[src/rtl/reg_writeback_stage.sv]
// Writeback stage: accepts one retiring instruction per cycle, waits for
// variable-latency load data, extracts/extends the loaded value and drives
// the registered register-file write port (also the forwarding source).
module reg_writeback_stage #(
    parameter int unsigned DATA_W   = 32,
    parameter int unsigned REG_AW   = 4,
    parameter int unsigned LINK_REG = 15,
    parameter int unsigned PC_INC   = 4,
    parameter int unsigned CNT_W    = 32
) (
    input  logic              clk,
    input  logic              rst_n,
    // Memory-access stage handshake and instruction fields
    input  logic              in_valid,
    output logic              in_ready,
    input  logic              in_isWb,
    input  logic              in_isLd,
    input  logic              in_isCall,
    input  logic [REG_AW-1:0] in_rd,
    input  logic [DATA_W-1:0] in_aluResult,
    input  logic [DATA_W-1:0] in_pc,
    input  logic [1:0]        in_ldSize,
    input  logic              in_ldSigned,
    input  logic [1:0]        in_ldOff,
    // Load data return
    input  logic              ld_valid,
    input  logic [DATA_W-1:0] ld_data,
    // Register-file write port
    output logic              reg_we,
    output logic [REG_AW-1:0] reg_wa,
    output logic [DATA_W-1:0] reg_wd,
    // Status
    output logic              ld_unexpected,
    output logic [CNT_W-1:0]  retire_cnt
);

    typedef enum logic [0:0] {
        StIdle,
        StWaitLd
    } state_e;

    state_e state_q, state_d;

    // Fields of a load parked while its data is outstanding
    logic              wb_q;
    logic [REG_AW-1:0] rd_q;
    logic [1:0]        ld_size_q;
    logic              ld_signed_q;
    logic [1:0]        ld_off_q;

    logic              accept;
    logic              latch_en;
    logic              commit;
    logic              we_d;
    logic [REG_AW-1:0] wa_d;
    logic [DATA_W-1:0] wd_d;
    logic              unexp_d;
    logic [DATA_W-1:0] call_wd;
    logic [REG_AW-1:0] link_wa;

    // Byte/half/word selection by low address bits, then sign or zero extension.
    // Size 3 falls through to word; for a half only bit 1 of the offset matters.
    function automatic logic [DATA_W-1:0] ld_extract(
        input logic [DATA_W-1:0] data,
        input logic [1:0]        size,
        input logic              sgn,
        input logic [1:0]        off
    );
        logic [7:0]        b;
        logic [15:0]       h;
        logic [DATA_W-1:0] r;
        b = data[{off, 3'b000} +: 8];
        h = data[{off[1], 4'b0000} +: 16];
        case (size)
            2'd0:    r = {{(DATA_W - 8){sgn & b[7]}}, b};
            2'd1:    r = {{(DATA_W - 16){sgn & h[15]}}, h};
            default: r = data;
        endcase
        return r;
    endfunction

    assign in_ready = (state_q == StIdle);
    assign accept   = in_valid && in_ready;
    assign call_wd  = in_pc + DATA_W'(PC_INC);
    assign link_wa  = REG_AW'(LINK_REG);

    // Next-state, result select and commit decision
    always_comb begin
        state_d  = state_q;
        latch_en = 1'b0;
        commit   = 1'b0;
        we_d     = 1'b0;
        wa_d     = reg_wa;
        wd_d     = reg_wd;
        unexp_d  = 1'b0;
        case (state_q)
            StIdle: begin
                if (accept) begin
                    if (in_isCall) begin
                        // A call wins over a load flag: no wait, ld_valid untouched
                        commit  = 1'b1;
                        we_d    = in_isWb;
                        wa_d    = link_wa;
                        wd_d    = call_wd;
                        unexp_d = ld_valid;
                    end else if (in_isLd) begin
                        if (ld_valid) begin
                            commit = 1'b1;
                            we_d   = in_isWb;
                            wa_d   = in_rd;
                            wd_d   = ld_extract(ld_data, in_ldSize, in_ldSigned, in_ldOff);
                        end else begin
                            latch_en = 1'b1;
                            state_d  = StWaitLd;
                        end
                    end else begin
                        commit  = 1'b1;
                        we_d    = in_isWb;
                        wa_d    = in_rd;
                        wd_d    = in_aluResult;
                        unexp_d = ld_valid;
                    end
                end else begin
                    unexp_d = ld_valid;
                end
            end
            StWaitLd: begin
                if (ld_valid) begin
                    commit  = 1'b1;
                    we_d    = wb_q;
                    wa_d    = rd_q;
                    wd_d    = ld_extract(ld_data, ld_size_q, ld_signed_q, ld_off_q);
                    state_d = StIdle;
                end
            end
            default: state_d = StIdle;
        endcase
    end

    // FSM state plus registered write port, status pulse and retire counter
    always_ff @(posedge clk or negedge rst_n) begin
        if (!rst_n) begin
            state_q       <= StIdle;
            reg_we        <= 1'b0;
            reg_wa        <= '0;
            reg_wd        <= '0;
            ld_unexpected <= 1'b0;
            retire_cnt    <= '0;
        end else begin
            state_q       <= state_d;
            reg_we        <= we_d;
            reg_wa        <= wa_d;
            reg_wd        <= wd_d;
            ld_unexpected <= unexp_d;
            if (commit) begin
                retire_cnt <= retire_cnt + CNT_W'(1);
            end
        end
    end

    // Park the load's destination and extraction controls while data is pending
    always_ff @(posedge clk or negedge rst_n) begin
        if (!rst_n) begin
            wb_q        <= 1'b0;
            rd_q        <= '0;
            ld_size_q   <= 2'd0;
            ld_signed_q <= 1'b0;
            ld_off_q    <= 2'd0;
        end else if (latch_en) begin
            wb_q        <= in_isWb;
            rd_q        <= in_rd;
            ld_size_q   <= in_ldSize;
            ld_signed_q <= in_ldSigned;
            ld_off_q    <= in_ldOff;
        end
    end

endmodule

[config.mk]
export PLATFORM = sky130hd
export DESIGN_NAME = reg_writeback_stage
export DESIGN_NICKNAME = d
export VERILOG_FILES = /design/src/rtl/reg_writeback_stage.sv
export SDC_FILE = /design/constraint.sdc
export NUM_CORES = 1
export LEC_CHECK = 0
export ABC_CLOCK_PERIOD_IN_PS = 3890
export BUFFER_PORTS_ARGS = -buffer_cell sky130_fd_sc_hd__clkbuf_2
export CORE_MARGIN = 10
export CORE_UTILIZATION = 45
export CTS_CLUSTER_SIZE = 30
export DETAILED_ROUTE_END_ITERATION = 10
export PLACE_DENSITY = 0.76
export SLEW_MARGIN = 20
export SYNTH_ARGS = -nofsm -noshare
export SYNTH_HDL_FRONTEND = slang
export SYNTH_SLANG_ARGS = --single-unit
[constraint.sdc]
create_clock -name clk -period 3.89 [get_ports clk]
set_clock_uncertainty 0.15 [all_clocks]
set_input_delay 0.5835 -clock clk [delete_from_list [all_inputs] [get_ports clk]]
set_output_delay 0.5835 -clock clk [all_outputs]
set_load 0.1 [all_outputs]
==> results of run 1 <==
[critical path, stage by stage, from the launching register on]
cell and delay (ps):
dfrtp_1 640, inv_1 510, a21oi_1 290, nor3_1 760
nand4_1 220, xnor2_1 170
[cell type report]
cell class,count,area (sq um)
Fill cell,1199,5530
Multi-Input combinational cell,548,3630
Sequential cell,81,2030
Timing Repair Buffer,193,1000
Clock buffer,12,256
Tap cell,172,215
Inverter,20,75.1
Clock inverter,3,40.0
[path summary, 6_finish.rpt]
path / to / slack (ps) / depth (start not counted)
worst min register to register: retire_cnt[31] / 310 / 1
worst max-delay path: retire_cnt[15] / 1020 / 5
max in group asynchronous: reg_wd[28] / 2900 / 1
worst min-delay path: retire_cnt[15] / 130 / 1
worst max register to register: retire_cnt[15] / 1020 / 5
min in group clk: retire_cnt[31] / 310 / 1
[cells in the mapped netlist (17+ instances only)]
cell       n  share of area (%)
dfrtp_1   81                 34
nand2_1   73                4.6
nor2_1    63                4.0
a21oi_1   44                3.7
clkbuf_1  35                2.2
xnor2_1   30                4.4
nor3_1    26                2.2
o21ai_0   22                1.9
nand3_1   20                1.7
inv_1     19                1.2
and2_1    17                1.8
mux2_2    17                3.2
[report_power, final]
group | internal, mW | switching [mW] | total (mW)
Clock | 0.527 | 0.337 | 0.864
Combinational | 0.337 | 1.22 | 1.55
Sequential | 0.968 | 0.137 | 1.10
[cell families (layout without fill, tap and decap cells)]
family | after synthesis | in the layout | synth area share [%]
AO/OA/AOI/OAI | 190 | 190 | 22.6
XOR/XNOR | 44 | 44 | 6.50
adder cells (fa/ha/maj) | 2 | 2 | 0.422
buffers and inverters | 67 | 228 | 4.48
flip-flops | 81 | 81 | 34.2
multiplexers | 32 | 32 | 7.12
AND/OR/NAND/NOR | 280 | 280 | 24.7
[through the flow]
stage | util [%] | setup WS, ps | instances | cell area, sq um | total power [mW]
global placement | 54.4 | 1090 | 1014 | 6950 | 2.64
finish | 56.7 | 1020 | 1029 | 7250 | 3.52
global route | 56.7 | 773 | 1029 | 7250 | 3.66
detailed placement | 54.4 | 976 | 1014 | 6950 | 2.66
CTS | 56.7 | 1030 | 1029 | 7240 | 3.51
floorplan | - | 1300 | 696 | 5920 | 2.26
[registers in the layout, summed over array words and instances, names as in the netlist]
signal,cells
ld_size_q,2
reg_wa,4
state_q,1
ld_signed_q,1
reg_we,1
ld_off_q,2
ld_unexpected,1
retire_cnt,32
reg_wd,32
rd_q,4
wb_q,1
[routing by layer]
layer | GRT usage, % | wire length [um] | vias to the layer above | share of wire [%]
li1 | - | - | 2913 | -
met1 | 31.7 | 9000 | 3060 | 40
met2 | 36.6 | 9960 | 457 | 44
met3 | 7.27 | 2970 | 76 | 13
met4 | 10.8 | 862 | 0 | 3.8
met5 | 0 | 0 | - | 0
==> impl_metrics.csv, run 1 <==
group,metric,value,unit
sta,rsz0062_at_grt,"no",
finish,nNetsFinal,967,
clock_tree,ctsResizeCount,0,
global_routing,grtUsageTotal,24.4,%
floorplan,fp.dieH,135,um
place,io_buffers,182,
clock_tree,cts_htree_levels,3,
clock_tree,cts_root_buf,"clkbuf_16",
yosys,syn_inst,696,
finish,drive_above_1_share,29.4,%
yosys,avgSynthCellArea,8.51,sq um
clock_tree,clock_latency,340,ps
finish,final_common_cell,"clkbuf_2",
clock_tree,cts_setup_buffers,0,
worst_setup_path,startpoint,"state_q",
detailed_routing,vias,6506,
yosys,ys_seq_elements,81,
detailed_routing,final_antenna_net_count,0,
power,powerDensity,486,nW/um^2
detailed_routing,post-route-drc-count,0,
floorplan,core_area,12800,sq um
clock_tree,cts.sinks,81,
global_routing,antenna_found_initial,0,
worst_setup_path,crit_path_start_kind,"flip-flop",
global_routing,grt_first_pass_wirelength,35300,um
worst_setup_path,cp-end-kind,"flip-flop",
sta,final_hold_viol_count,0,
finish,final_cell_mix,"181 x clkbuf_2, 81 x dfrtp_1, 73 x nand2_1",
floorplan,io_pins,183,
detailed_routing,via_per_inst,6.32,
worst_setup_path,worst-setup-path-type,"reg2reg",
power,peakVddDrop,331,uV
detailed_routing,dr.pass1.iters,6,
worst_setup_path,cp.arrival,2930,ps
sta,finalCritPeriodShare,73.7,%
yosys,synthFlopType,"dfrtp_1",
floorplan,start_util,46.4,%
floorplan,die_w,135,um
sta,hold_slack,132,ps
sta,tightest_slew,1140,ps
worst_setup_path,rr_startpoint,"state_q",
global_routing,grt_overflow,0,
place,place_hpwl,17400,um
sta,setup_tns,0,ps
floorplan,dieArea,18200,sq um
detailed_routing,drt-initial-drc-count,797,
yosys,synth_cell_types,73,
sta,slew_headroom,23.6,%
worst_setup_path,required,3950,ps
finish,syn2layout_area_growth,22.3,%
place,gp_congestion,0.988,
sta,period_needed,2870,ps
yosys,synth_warnings,0,
yosys,synth-async-reset-ratio,100,%
clock_tree,cts_tree,"done",
clock_tree,cts_hold_buf,0,
yosys,ys_seq_area_share,34.2,%
global_routing,grt_max_degree,82,
detailed_routing,wl_per_cell,22.1,um
global_routing,grt_pass1_vias,6352,
floorplan,fp-row-count,41,
hold_path,holdCritPathClass,"in2async",
sta,max_freq,349,MHz
clock_tree,clk_pin_slew_worst_paths,60,ps
clock_tree,clk_path_buf_depth,2,
yosys,synth_nets,810,
finish,num_antenna_cells,0,
clock_tree,cts_buffers,9,
yosys,syn_area,5920,sq um
outcome,status,"finished clean",
worst_setup_path,crit_fanout,19,
power,p_leak,3.25,nW
run,drv_cap,0,
sta,finalSetupViolCount,0,
detailed_routing,finalWirelength,22800,um
yosys,synth_edf_count,0,
sta,slew_viol_final,0,
Note: power is estimated with default switching activity, not from simulation.
==> run 2, diff against run 1 <==
--- a/config.mk
+++ b/config.mk
@@ -5,13 +5,14 @@
 export SDC_FILE = /design/constraint.sdc
 export NUM_CORES = 1
 export LEC_CHECK = 0
-export ABC_CLOCK_PERIOD_IN_PS = 3890
+export ABC_AREA = 1
+export ABC_CLOCK_PERIOD_IN_PS = 2600
 export BUFFER_PORTS_ARGS = -buffer_cell sky130_fd_sc_hd__clkbuf_2
 export CORE_MARGIN = 10
 export CORE_UTILIZATION = 45
 export CTS_CLUSTER_SIZE = 30
 export DETAILED_ROUTE_END_ITERATION = 10
-export PLACE_DENSITY = 0.76
+export PLACE_DENSITY = 0.77
 export SLEW_MARGIN = 20
 export SYNTH_ARGS = -nofsm -noshare
 export SYNTH_HDL_FRONTEND = slang
==> constraint.sdc (replaced) <==
create_clock -name clk -period 2.6 [get_ports clk]
set_clock_uncertainty 0.15 [all_clocks]
set_input_delay 0.39 -clock clk [delete_from_list [all_inputs] [get_ports clk]]
set_output_delay 0.39 -clock clk [all_outputs]
set_load 0.1 [all_outputs]
==> run 2 against run 1 <==
Net effect:
- setup slack got worse by 550 ps
- register-to-register slack got worse by 550 ps
- clock-buffer cell count decreased by 3
- die area increased by 12%
- largest cell class unchanged
- worst hold slack got worse by 3.4 ps
- fmax increased by 35%
- first-iteration DRC count decreased by 14%
- critical path type unchanged
- non-clock buffer count increased by 6
- design area increased by 12%
- via count increased by 20%
- cell count increased by 41%
==> impl_metrics.csv, run 2 <==
group,metric,value,unit
detailed_routing,vias,7808,
global_routing,grtUsageTotal,24.6,%
yosys,synth_warnings,0,
finish,drive_above_1_share,19.7,%
floorplan,dieArea,20300,sq um
worst_setup_path,crit_path_start_kind,"flip-flop",
sta,tightest_slew,675,ps
floorplan,start_util,46.1,%
clock_tree,clk_path_buf_depth,2,
run,drv_cap,0,
yosys,synthXorXnorAreaFrac,3.89,%
detailed_routing,finalWirelength,25400,um
yosys,ys_seq_area_share,30.0,%
sta,rsz0062_at_grt,"no",
detailed_routing,via_per_inst,5.38,
finish,final_cell_mix,"409 x nand2_1, 181 x clkbuf_2, 125 x nor2_1",
yosys,syn_area,6750,sq um
global_routing,grt_max_degree,64,
yosys,netlist.area_leader.share,30.0,%
finish,area.sequential,2030,sq um
yosys,synth-simple-area-share,40.7,%
yosys,synth_cell_types,42,
floorplan,die_w,143,um
yosys,synth_compound_area_share,16.5,%
detailed_routing,wl_per_cell,17.5,um
worst_setup_path,cp-end-kind,"flip-flop",
yosys,synth_top_family_by_area,"simple AND/OR/NAND/NOR gates",
place,gp_congestion,1.00,
floorplan,core_area,14600,sq um
yosys,syn_inst,1102,
detailed_routing,post-route-drc-count,0,
finish,nFillCells,1535,
finish,largestRegisters,"reg_wd: 32 flops, retire_cnt: 32 flops",
sta,hold_slack,129,ps
finish,final_common_cell,"nand2_1",
sta,finalSetupViolCount,0,
floorplan,fp-row-count,44,
worst_setup_path,required,2690,ps
yosys,ys_seq_elements,81,
global_routing,grt_pass1_vias,7496,
detailed_routing,drt-initial-drc-count,682,
worst_setup_path,cp.arrival,2220,ps
floorplan,fp.dieH,143,um
clock_tree,cts_buffers,9,
worst_setup_path,crit_fanout,21,
yosys,yosys-mux-area-fraction,0.667,%
hold_path,holdCritPathClass,"in2reg",
power,peakVddDrop,388,uV
yosys,ys_top_cells_by_area,"dfrtp_1 30%, nand2_1 23%, a21oi_1 9.0%",
global_routing,grt_overflow,0,
yosys,yosysMostFrequentCell,"nand2_1",
finish,syn2layout_area_growth,20.0,%
clock_tree,cts_tree,"done",
yosys,synth_nets,1216,
clock_tree,clock_latency,350,ps
power,p_leak,4.28,nW
yosys,synth_edf_count,0,
place,place_hpwl,20400,um
yosys,yosys.area.top_type,"dfrtp_1",
clock_tree,cts_root_buf,"clkbuf_16",
sta,setup_tns,0,ps
yosys,synth_common_cells,"409 x nand2_1, 125 x nor2_1, 122 x a21oi_1",
finish,multi_input_area,4200,sq um
yosys,synthFlopType,"dfrtp_1",
sta,max_freq,471,MHz
yosys,synth-async-reset-ratio,100,%
finish,utilization,55.3,%
clock_tree,cts.sinks,81,
yosys,avgSynthCellArea,6.13,sq um
sta,finalCritPeriodShare,81.7,%
outcome,status,"finished clean",
yosys,synthAdderAreaFrac,0.371,%
power,powerDensity,746,nW/um^2
clock_tree,cts_htree_levels,3,
global_routing,grt_first_pass_wirelength,40000,um
detailed_routing,final_antenna_net_count,0,
sta,slew_viol_final,0,
place,io_buffers,182,
finish,num_antenna_cells,0,
finish,nNetsFinal,1376,
global_routing,antenna_found_initial,0,
clock_tree,ctsResizeCount,0,
worst_setup_path,worst-setup-path-type,"reg2reg",
sta,slew_headroom,55.0,%
clock_tree,clk_pin_slew_worst_paths,70,ps
sta,final_hold_viol_count,0,
detailed_routing,dr.pass1.iters,5,
floorplan,io_pins,183,
sta,period_needed,2120,ps
-- run 2: what timing repair did --
action,4_1_cts,5_1_grt
endpoints found under the hold margin,44,0
buffers inserted,0,0
hold buffers,1,0
-- run 2: final timing paths --
check / start / endpoint / slack, ps / depth (start not counted)
min in group asynchronous: rst_n / reg_wa[0] / 440 / 2
hold / removal: ld_valid / state_q / 130 / 2
setup reg to reg: state_q / retire_cnt[20] / 480 / 9
max in group asynchronous: rst_n / retire_cnt[2] / 1230 / 3
hold reg to reg: reg_wd[22] / reg_wd[22] / 330 / 2
setup / recovery: state_q / retire_cnt[20] / 480 / 9
-- run 2: routing by layer --
| layer | GRT usage (%) | share of wire, % |
|---|---|---|
| met3 | 6.58 | 10 |
| met4 | 7.82 | 2.7 |
| met1 | 33.3 | 44 |
| met5 | 0 | 0 |
| met2 | 37.4 | 43 |
-- run 2: area by class of cell --
cell class,instances,share of cell area (%)
Clock buffer,9,2.78
Clock inverter,7,1.02
Inverter,75,3.51
Multi-Input combinational cell,896,51.8
Sequential cell,81,25.0
Tap cell,184,2.84
Timing Repair Buffer,199,13.0
-- run 2: power breakdown --
| group | leakage [nW] | total, mW | switching (mW) | internal (mW) |
|---|---|---|---|---|
| clock | 0.145 | 1.34 | 0.582 | 0.761 |
| sequential | 1.01 | 1.72 | 0.221 | 1.49 |
| combinational | 3.12 | 2.99 | 2.42 | 0.564 |
-- run 2: stage by stage --
step	power (mW)	cells	setup WS (ps)	cell area, sq um
after floorplan	4.03	1102	248	6750
after global routing	6.33	1451	272	8100
after global placement	4.69	1434	445	7780
final	6.04	1451	475	8100
after CTS	6.06	1451	481	8100
after detailed placement	4.71	1434	411	7780
-- run 2: critical path: stages (launching register included) --
cell	delay, ps
dfrtp_1	500
inv_4	150
nand2_1	110
o21ai_2	100
nand2_4	210
inv_2	220
buf_4	270
nand2_1	90
xor2_1	140
inv_1	50
-- run 2: logic make-up (layout without fill, tap and decap cells) --
logic type / Yosys count / in the layout
multiplexers: 4 / 4
AO/OA/AOI/OAI: 207 / 207
AND/OR/NAND/NOR: 653 / 653
flip-flops: 81 / 81
XOR/XNOR: 30 / 30
adder cells (fa/ha/maj): 2 / 2
buffers and inverters: 125 / 290
